==> config.mk <==
export PLATFORM = sky130hd
export DESIGN_NAME = stopwatch_ctrl
export DESIGN_NICKNAME = d
export VERILOG_FILES = /design/src/rtl/stopwatch_pkg.sv /design/src/rtl/stopwatch_ctrl_btn_edge.sv /design/src/rtl/stopwatch_ctrl.sv
export SDC_FILE = /design/constraint.sdc
export NUM_CORES = 1
export LEC_CHECK = 0
export CORE_MARGIN = 2
export CORE_UTILIZATION = 49
export CTS_CLUSTER_DIAMETER = 100
export CTS_CLUSTER_SIZE = 40
export DETAILED_ROUTE_END_ITERATION = 7
export GPL_ROUTABILITY_DRIVEN = 0
export PLACE_DENSITY_LB_ADDON = 0.08
export SLEW_MARGIN = 20
export SYNTH_ARGS = -nofsm -noshare
export SYNTH_HDL_FRONTEND = slang
export SYNTH_HIERARCHICAL = 1
export SYNTH_SLANG_ARGS = --single-unit
==> constraint.sdc <==
create_clock -name clk -period 1.9 [get_ports clk]
set_clock_uncertainty 0.15 [all_clocks]
set_input_delay 0.19 -clock clk [delete_from_list [all_inputs] [get_ports clk]]
set_output_delay 0.19 -clock clk [all_outputs]
set_load 0.02 [all_outputs]
==> src/rtl/stopwatch_pkg.sv <==
// Shared definitions for the stopwatch controller: state encoding,
// BCD digit width and the per-digit maximum value.
package stopwatch_pkg;

  localparam int DIGIT_W = 4;
  localparam logic [DIGIT_W-1:0] BCD_MAX = 4'd9;
  localparam int LAP_CNT_W = 4;

  typedef enum logic [1:0] {
    ST_IDLE  = 2'b00,
    ST_RUN   = 2'b01,
    ST_PAUSE = 2'b10,
    ST_LAP   = 2'b11
  } state_t;

  // True in the states where the datapath is allowed to count.
  function automatic logic is_counting(input state_t s);
    return (s == ST_RUN) || (s == ST_LAP);
  endfunction

endpackage

==> src/rtl/stopwatch_ctrl_btn_edge.sv <==
// Button conditioner: SYNC_STAGES-deep synchronizer followed by a registered
// rising-edge detector producing a single-cycle pulse per press.
// The detector is only armed once the synchronizer has been refilled after
// reset and has seen the button low, so a button held through reset release
// never produces a pulse.
module btn_edge #(
  parameter int SYNC_STAGES = 2
) (
  input  logic clk,
  input  logic clr,
  input  logic btn,
  output logic pulse
);

  logic [SYNC_STAGES-1:0] sync_q;
  logic [SYNC_STAGES-1:0] fill_q;
  logic                   prev_q;
  logic                   armed_q;
  logic                   pulse_q;
  logic                   sync_last;

  assign sync_last = sync_q[SYNC_STAGES-1];

  // Synchronizer chain, fill tracker, arming flag and registered edge pulse.
  always_ff @(posedge clk) begin
    if (clr) begin
      sync_q  <= '0;
      fill_q  <= '0;
      prev_q  <= 1'b0;
      armed_q <= 1'b0;
      pulse_q <= 1'b0;
    end else begin
      sync_q  <= {sync_q[SYNC_STAGES-2:0], btn};
      fill_q  <= {fill_q[SYNC_STAGES-2:0], 1'b1};
      prev_q  <= sync_last;
      armed_q <= armed_q | (fill_q[SYNC_STAGES-1] & ~sync_last);
      pulse_q <= armed_q & sync_last & ~prev_q;
    end
  end

  assign pulse = pulse_q;

endmodule

==> src/rtl/stopwatch_ctrl.sv <==
// Stopwatch control FSM: conditions three buttons, sequences
// IDLE/RUN/PAUSE/LAP, gates the datapath count enable, freezes a lap
// snapshot for the display and flags overflow at 9999.
// Handshake: none; go and dp_clr are plain levels sampled by the datapath
// on its rising clk edge.
module stopwatch_ctrl
  import stopwatch_pkg::*;
#(
  parameter int SYNC_STAGES = 2,
  parameter bit STOP_AT_MAX = 1'b1
) (
  input  logic               clk,
  input  logic               clr,
  input  logic               btn_start,
  input  logic               btn_lap,
  input  logic               btn_clear,
  input  logic [DIGIT_W-1:0] cnt_d3,
  input  logic [DIGIT_W-1:0] cnt_d2,
  input  logic [DIGIT_W-1:0] cnt_d1,
  input  logic [DIGIT_W-1:0] cnt_d0,
  output logic               go,
  output logic               dp_clr,
  output logic [DIGIT_W-1:0] disp_d3,
  output logic [DIGIT_W-1:0] disp_d2,
  output logic [DIGIT_W-1:0] disp_d1,
  output logic [DIGIT_W-1:0] disp_d0,
  output logic [1:0]         state,
  output logic               ovf,
  output logic [LAP_CNT_W-1:0] lap_cnt
);

  state_t                 state_q, state_d;
  logic                   ovf_q, ovf_d;
  logic [LAP_CNT_W-1:0]   lap_cnt_q, lap_cnt_d;
  logic [4*DIGIT_W-1:0]   lap_reg_q, lap_reg_d;
  logic                   dp_clr_q, dp_clr_d;
  logic                   p_start, p_lap, p_clear;
  logic                   at_max;
  logic [4*DIGIT_W-1:0]   live;

  btn_edge #(.SYNC_STAGES(SYNC_STAGES)) u_start (.clk(clk), .clr(clr), .btn(btn_start), .pulse(p_start));
  btn_edge #(.SYNC_STAGES(SYNC_STAGES)) u_lap   (.clk(clk), .clr(clr), .btn(btn_lap),   .pulse(p_lap));
  btn_edge #(.SYNC_STAGES(SYNC_STAGES)) u_clear (.clk(clk), .clr(clr), .btn(btn_clear), .pulse(p_clear));

  assign live   = {cnt_d3, cnt_d2, cnt_d1, cnt_d0};
  assign at_max = (cnt_d3 == BCD_MAX) && (cnt_d2 == BCD_MAX) &&
                  (cnt_d1 == BCD_MAX) && (cnt_d0 == BCD_MAX);

  // State and bookkeeping registers.
  always_ff @(posedge clk) begin
    if (clr) begin
      state_q   <= ST_IDLE;
      ovf_q     <= 1'b0;
      lap_cnt_q <= '0;
      lap_reg_q <= '0;
      dp_clr_q  <= 1'b0;
    end else begin
      state_q   <= state_d;
      ovf_q     <= ovf_d;
      lap_cnt_q <= lap_cnt_d;
      lap_reg_q <= lap_reg_d;
      dp_clr_q  <= dp_clr_d;
    end
  end

  // Next-state logic: overflow first, then clear > start > lap.
  always_comb begin
    state_d   = state_q;
    ovf_d     = ovf_q;
    lap_cnt_d = lap_cnt_q;
    lap_reg_d = lap_reg_q;
    dp_clr_d  = 1'b0;
    if (STOP_AT_MAX && at_max && is_counting(state_q)) begin
      state_d = ST_PAUSE;
      ovf_d   = 1'b1;
    end else if (p_clear) begin
      if (state_q == ST_IDLE || state_q == ST_PAUSE) begin
        state_d   = ST_IDLE;
        dp_clr_d  = 1'b1;
        ovf_d     = 1'b0;
        lap_cnt_d = '0;
        lap_reg_d = '0;
      end
    end else if (p_start) begin
      case (state_q)
        ST_IDLE:  state_d = ST_RUN;
        ST_RUN:   state_d = ST_PAUSE;
        ST_PAUSE: if (!ovf_q) state_d = ST_RUN;
        ST_LAP:   state_d = ST_PAUSE;
        default:  state_d = ST_IDLE;
      endcase
    end else if (p_lap) begin
      if (state_q == ST_RUN) begin
        state_d   = ST_LAP;
        lap_reg_d = live;
        if (lap_cnt_q != {LAP_CNT_W{1'b1}}) lap_cnt_d = lap_cnt_q + 1'b1;
      end else if (state_q == ST_LAP) begin
        state_d = ST_RUN;
      end
    end
  end

  // Outputs: reset overrides go/dp_clr; display shows the lap snapshot in LAP.
  always_comb begin
    go      = ~clr & is_counting(state_q) & ~(STOP_AT_MAX & at_max);
    dp_clr  = clr | dp_clr_q;
    {disp_d3, disp_d2, disp_d1, disp_d0} = (state_q == ST_LAP) ? lap_reg_q : live;
    state   = state_q;
    ovf     = ovf_q;
    lap_cnt = lap_cnt_q;
  end

endmodule

==> run metrics <==
Cell Area, Synth=1970 µm²; Total GRT Usage=0.198; DP Area=2620 µm²; Core Rows=23; GRT overflow=0; min-delay src=cnt_d2[1]; Clk pwr share=0.346; r2r endpoint=lap_cnt[0]; vias in the first global route=1566; ANT nets after route=0; Worst Setup Start Kind=primary input; Worst-Skew Late Latency=0.29 ns; Antenna Cells=0; initial drt markers=99; setup_tns=0 ns; Period Utilization, post-route=0.965; Core Util, Final=0.669; fin nets=282; post-synth cell types=35; DR pass1 iterations=4; number of synthesized flops with an enable pin=0; worst hold path class=in -> reg; Worst Path Max Fanout=3; hold buffers post-CTS=0; Mapped Avg Cell Area=10.1 µm²; Placed Instances=303; Power Dens Cells=677 nW/µm²; synth top area cells=dfxtp_1, mux2_2, mux2i_1, nand2_1, and2b_2; status=finished clean; Pleak=1.09 nW; Clock Tree Root=clkbuf_8; Psw=421 µW; layout cell share with drive strength beyond 1=0.333; core area=3940 µm²; largest net degree at the start of global routing=20; Reg power frac=0.542; drt drc=0; r2r startpoint=state[1]; Worst-Margin Slew=0.253 ns; Hold Path End=lap_reg_q[9]; Synth top area share=0.456; R2R setup slack=0.14 ns; first-pass GRT wire length=6730 µm; critical path class=in -> out; I/O pin total=46; Post-Syn Nets=217; DP Worst Slack=-0.339 ns; logic gate share of total power=0.112; RSZ-0062 raised after global routing=false; commonest cells after routing, fill and taps aside=dfxtp_1, nand2_1, clkdlybuf4s50_1; Starting Density=0.501; clk slew on worst S/H paths=0.08 ns; commonest non-fill, non-tap cell in the layout=dfxtp_1; cells on worst reg2reg path=6; share of async-settable or async-resettable flops after synthesis=0; Max H-tree Level=2; routed vias=1608; Post-CTS Setup Bufs=0; Finished Cell Area=2640 µm²; total design power=1.78 mW; Hold Slack=0.210 ns; Synth Register Bits=45; Syn-to-layout area delta=33.6%; final setup vio count=0; Cell Count, Final, Fillers Out=311; clock sinks=45; post-synth top area cell=dfxtp_1; Worst Path Required=1.56 ns; min cycle time layout=1.83 ns; drt wl/cell=13.2 µm; Cells after Synth=195; Warnings, synthesis=6; Pint=1.36 mW; sw frac=0.236; Most used DFF post-synth=dfxtp_1; Slew headroom=0.831; Max Transition Viols Final=0; CTS Buf Count=5; Hold Path Cell Cnt=3; die height=67.5 µm; sequential fraction of the synthesis area=0.456; max frequency=545 MHz; Max IR drop VDD=0.000528 V; routed vias/inst=5.17; Routed Wire Length=4100 µm; CTS tree=done; Hold Violations, Final=0; Worst EP arrival=1.49 ns; post-detail-place hpwl=3020 µm; Die Wd=67.5 µm; Die Area=4550 µm²; Critical Path Sink Type=primary output; initial antenna violation count=0; Max-cap violations=0; Port Buf Inserts=45; Max Buffers Root-to-Sink=2; post-route setup slack=0.0660 ns
==> registers in the layout, summed over array words and instances (netlist names), 2 cells and up <==
name and flops:
u_start/sync_q 2, u_lap/fill_q 2, state 2, u_start/fill_q 2, u_clear/sync_q 2, u_clear/fill_q 2
lap_reg_q 16, lap_cnt 4, u_lap/sync_q 2
==> power by group through the flow <==
stage               sequential (mW)  combinational (mW)  clock, mW
global placement              0.989               0.214          0
CTS                           0.968               0.207      0.632
floorplan                     0.989              0.0933          0
finish                        0.968               0.200      0.617
detailed placement            0.990               0.218          0
global route                  0.970               0.217      0.678
==> synth_stat cells (3+ instances only) <==
master / instances
mux2i_1: 17
o21ai_0: 3
a21oi_1: 7
nand2_1: 39
clkbuf_1: 4
dfxtp_1: 45
nor2b_2: 3
nor2_1: 5
nor3b_2: 3
nand3_1: 4
mux2_2: 16
nand2b_1: 5
inv_1: 9
and2b_2: 9
==> per-layer routing <==
metal  routed length (µm)  vias to the layer above  track usage  part of all wire
met5                    0                        -            0                 0
met4                   78                        0        0.102             0.019
met3                  247                        9       0.0517             0.060
met2                 2040                       50        0.347              0.50
met1                 1740                      756        0.219              0.42
li1                     -                      793            -                 -
==> repair_timing <==
action                     4_1_cts  5_1_grt
pin swaps                        1        0
resized for setup               28       27
setup endpoints to repair       17       16
cloned                           0        0
==> critical path, stage by stage <==
cell and delay [ns]:
clkdlybuf4s50_1 0.45, and4bb_2 0.35, nand4_2 0.12, and3_2 0.24, buf_2 0.15
==> worst max-delay path by stage <==
stage | slack [ns] | from | cells past startpoint | end
floorplan | 0.13 | state[1] | 3 | disp_d0[0]
global route | 0.005 | state[0] | 4 | disp_d1[2]
global placement | -0.32 | cnt_d2[1] | 5 | go
finish | 0.07 | cnt_d0[2] | 5 | go
detailed placement | -0.34 | cnt_d2[1] | 5 | go
CTS | -0.01 | state[0] | 4 | disp_d3[3]
==> kinds of logic (layout without fill, tap and decap cells) <==
group | Yosys count | after routing | share of synthesized area
flops | 45 | 45 | 0.456
buf+inv | 17 | 83 | 0.0507
fa+ha+maj | 1 | 1 | 0.00634
mux | 33 | 33 | 0.177
simple gates | 82 | 82 | 0.253
compound gates | 17 | 17 | 0.0564
==> area by class of cell <==
cell class                 count  area (µm²)
tap                           50        62.6
clock inverter                 2        13.8
clock buffer                   6        82.6
multi-input combinational    133         976
timing repair buffer          66         568
inverter                       9        33.8
fill                         313        1310
sequential                    45         901
No activity file was read; power rests on OpenSTA's default activity.
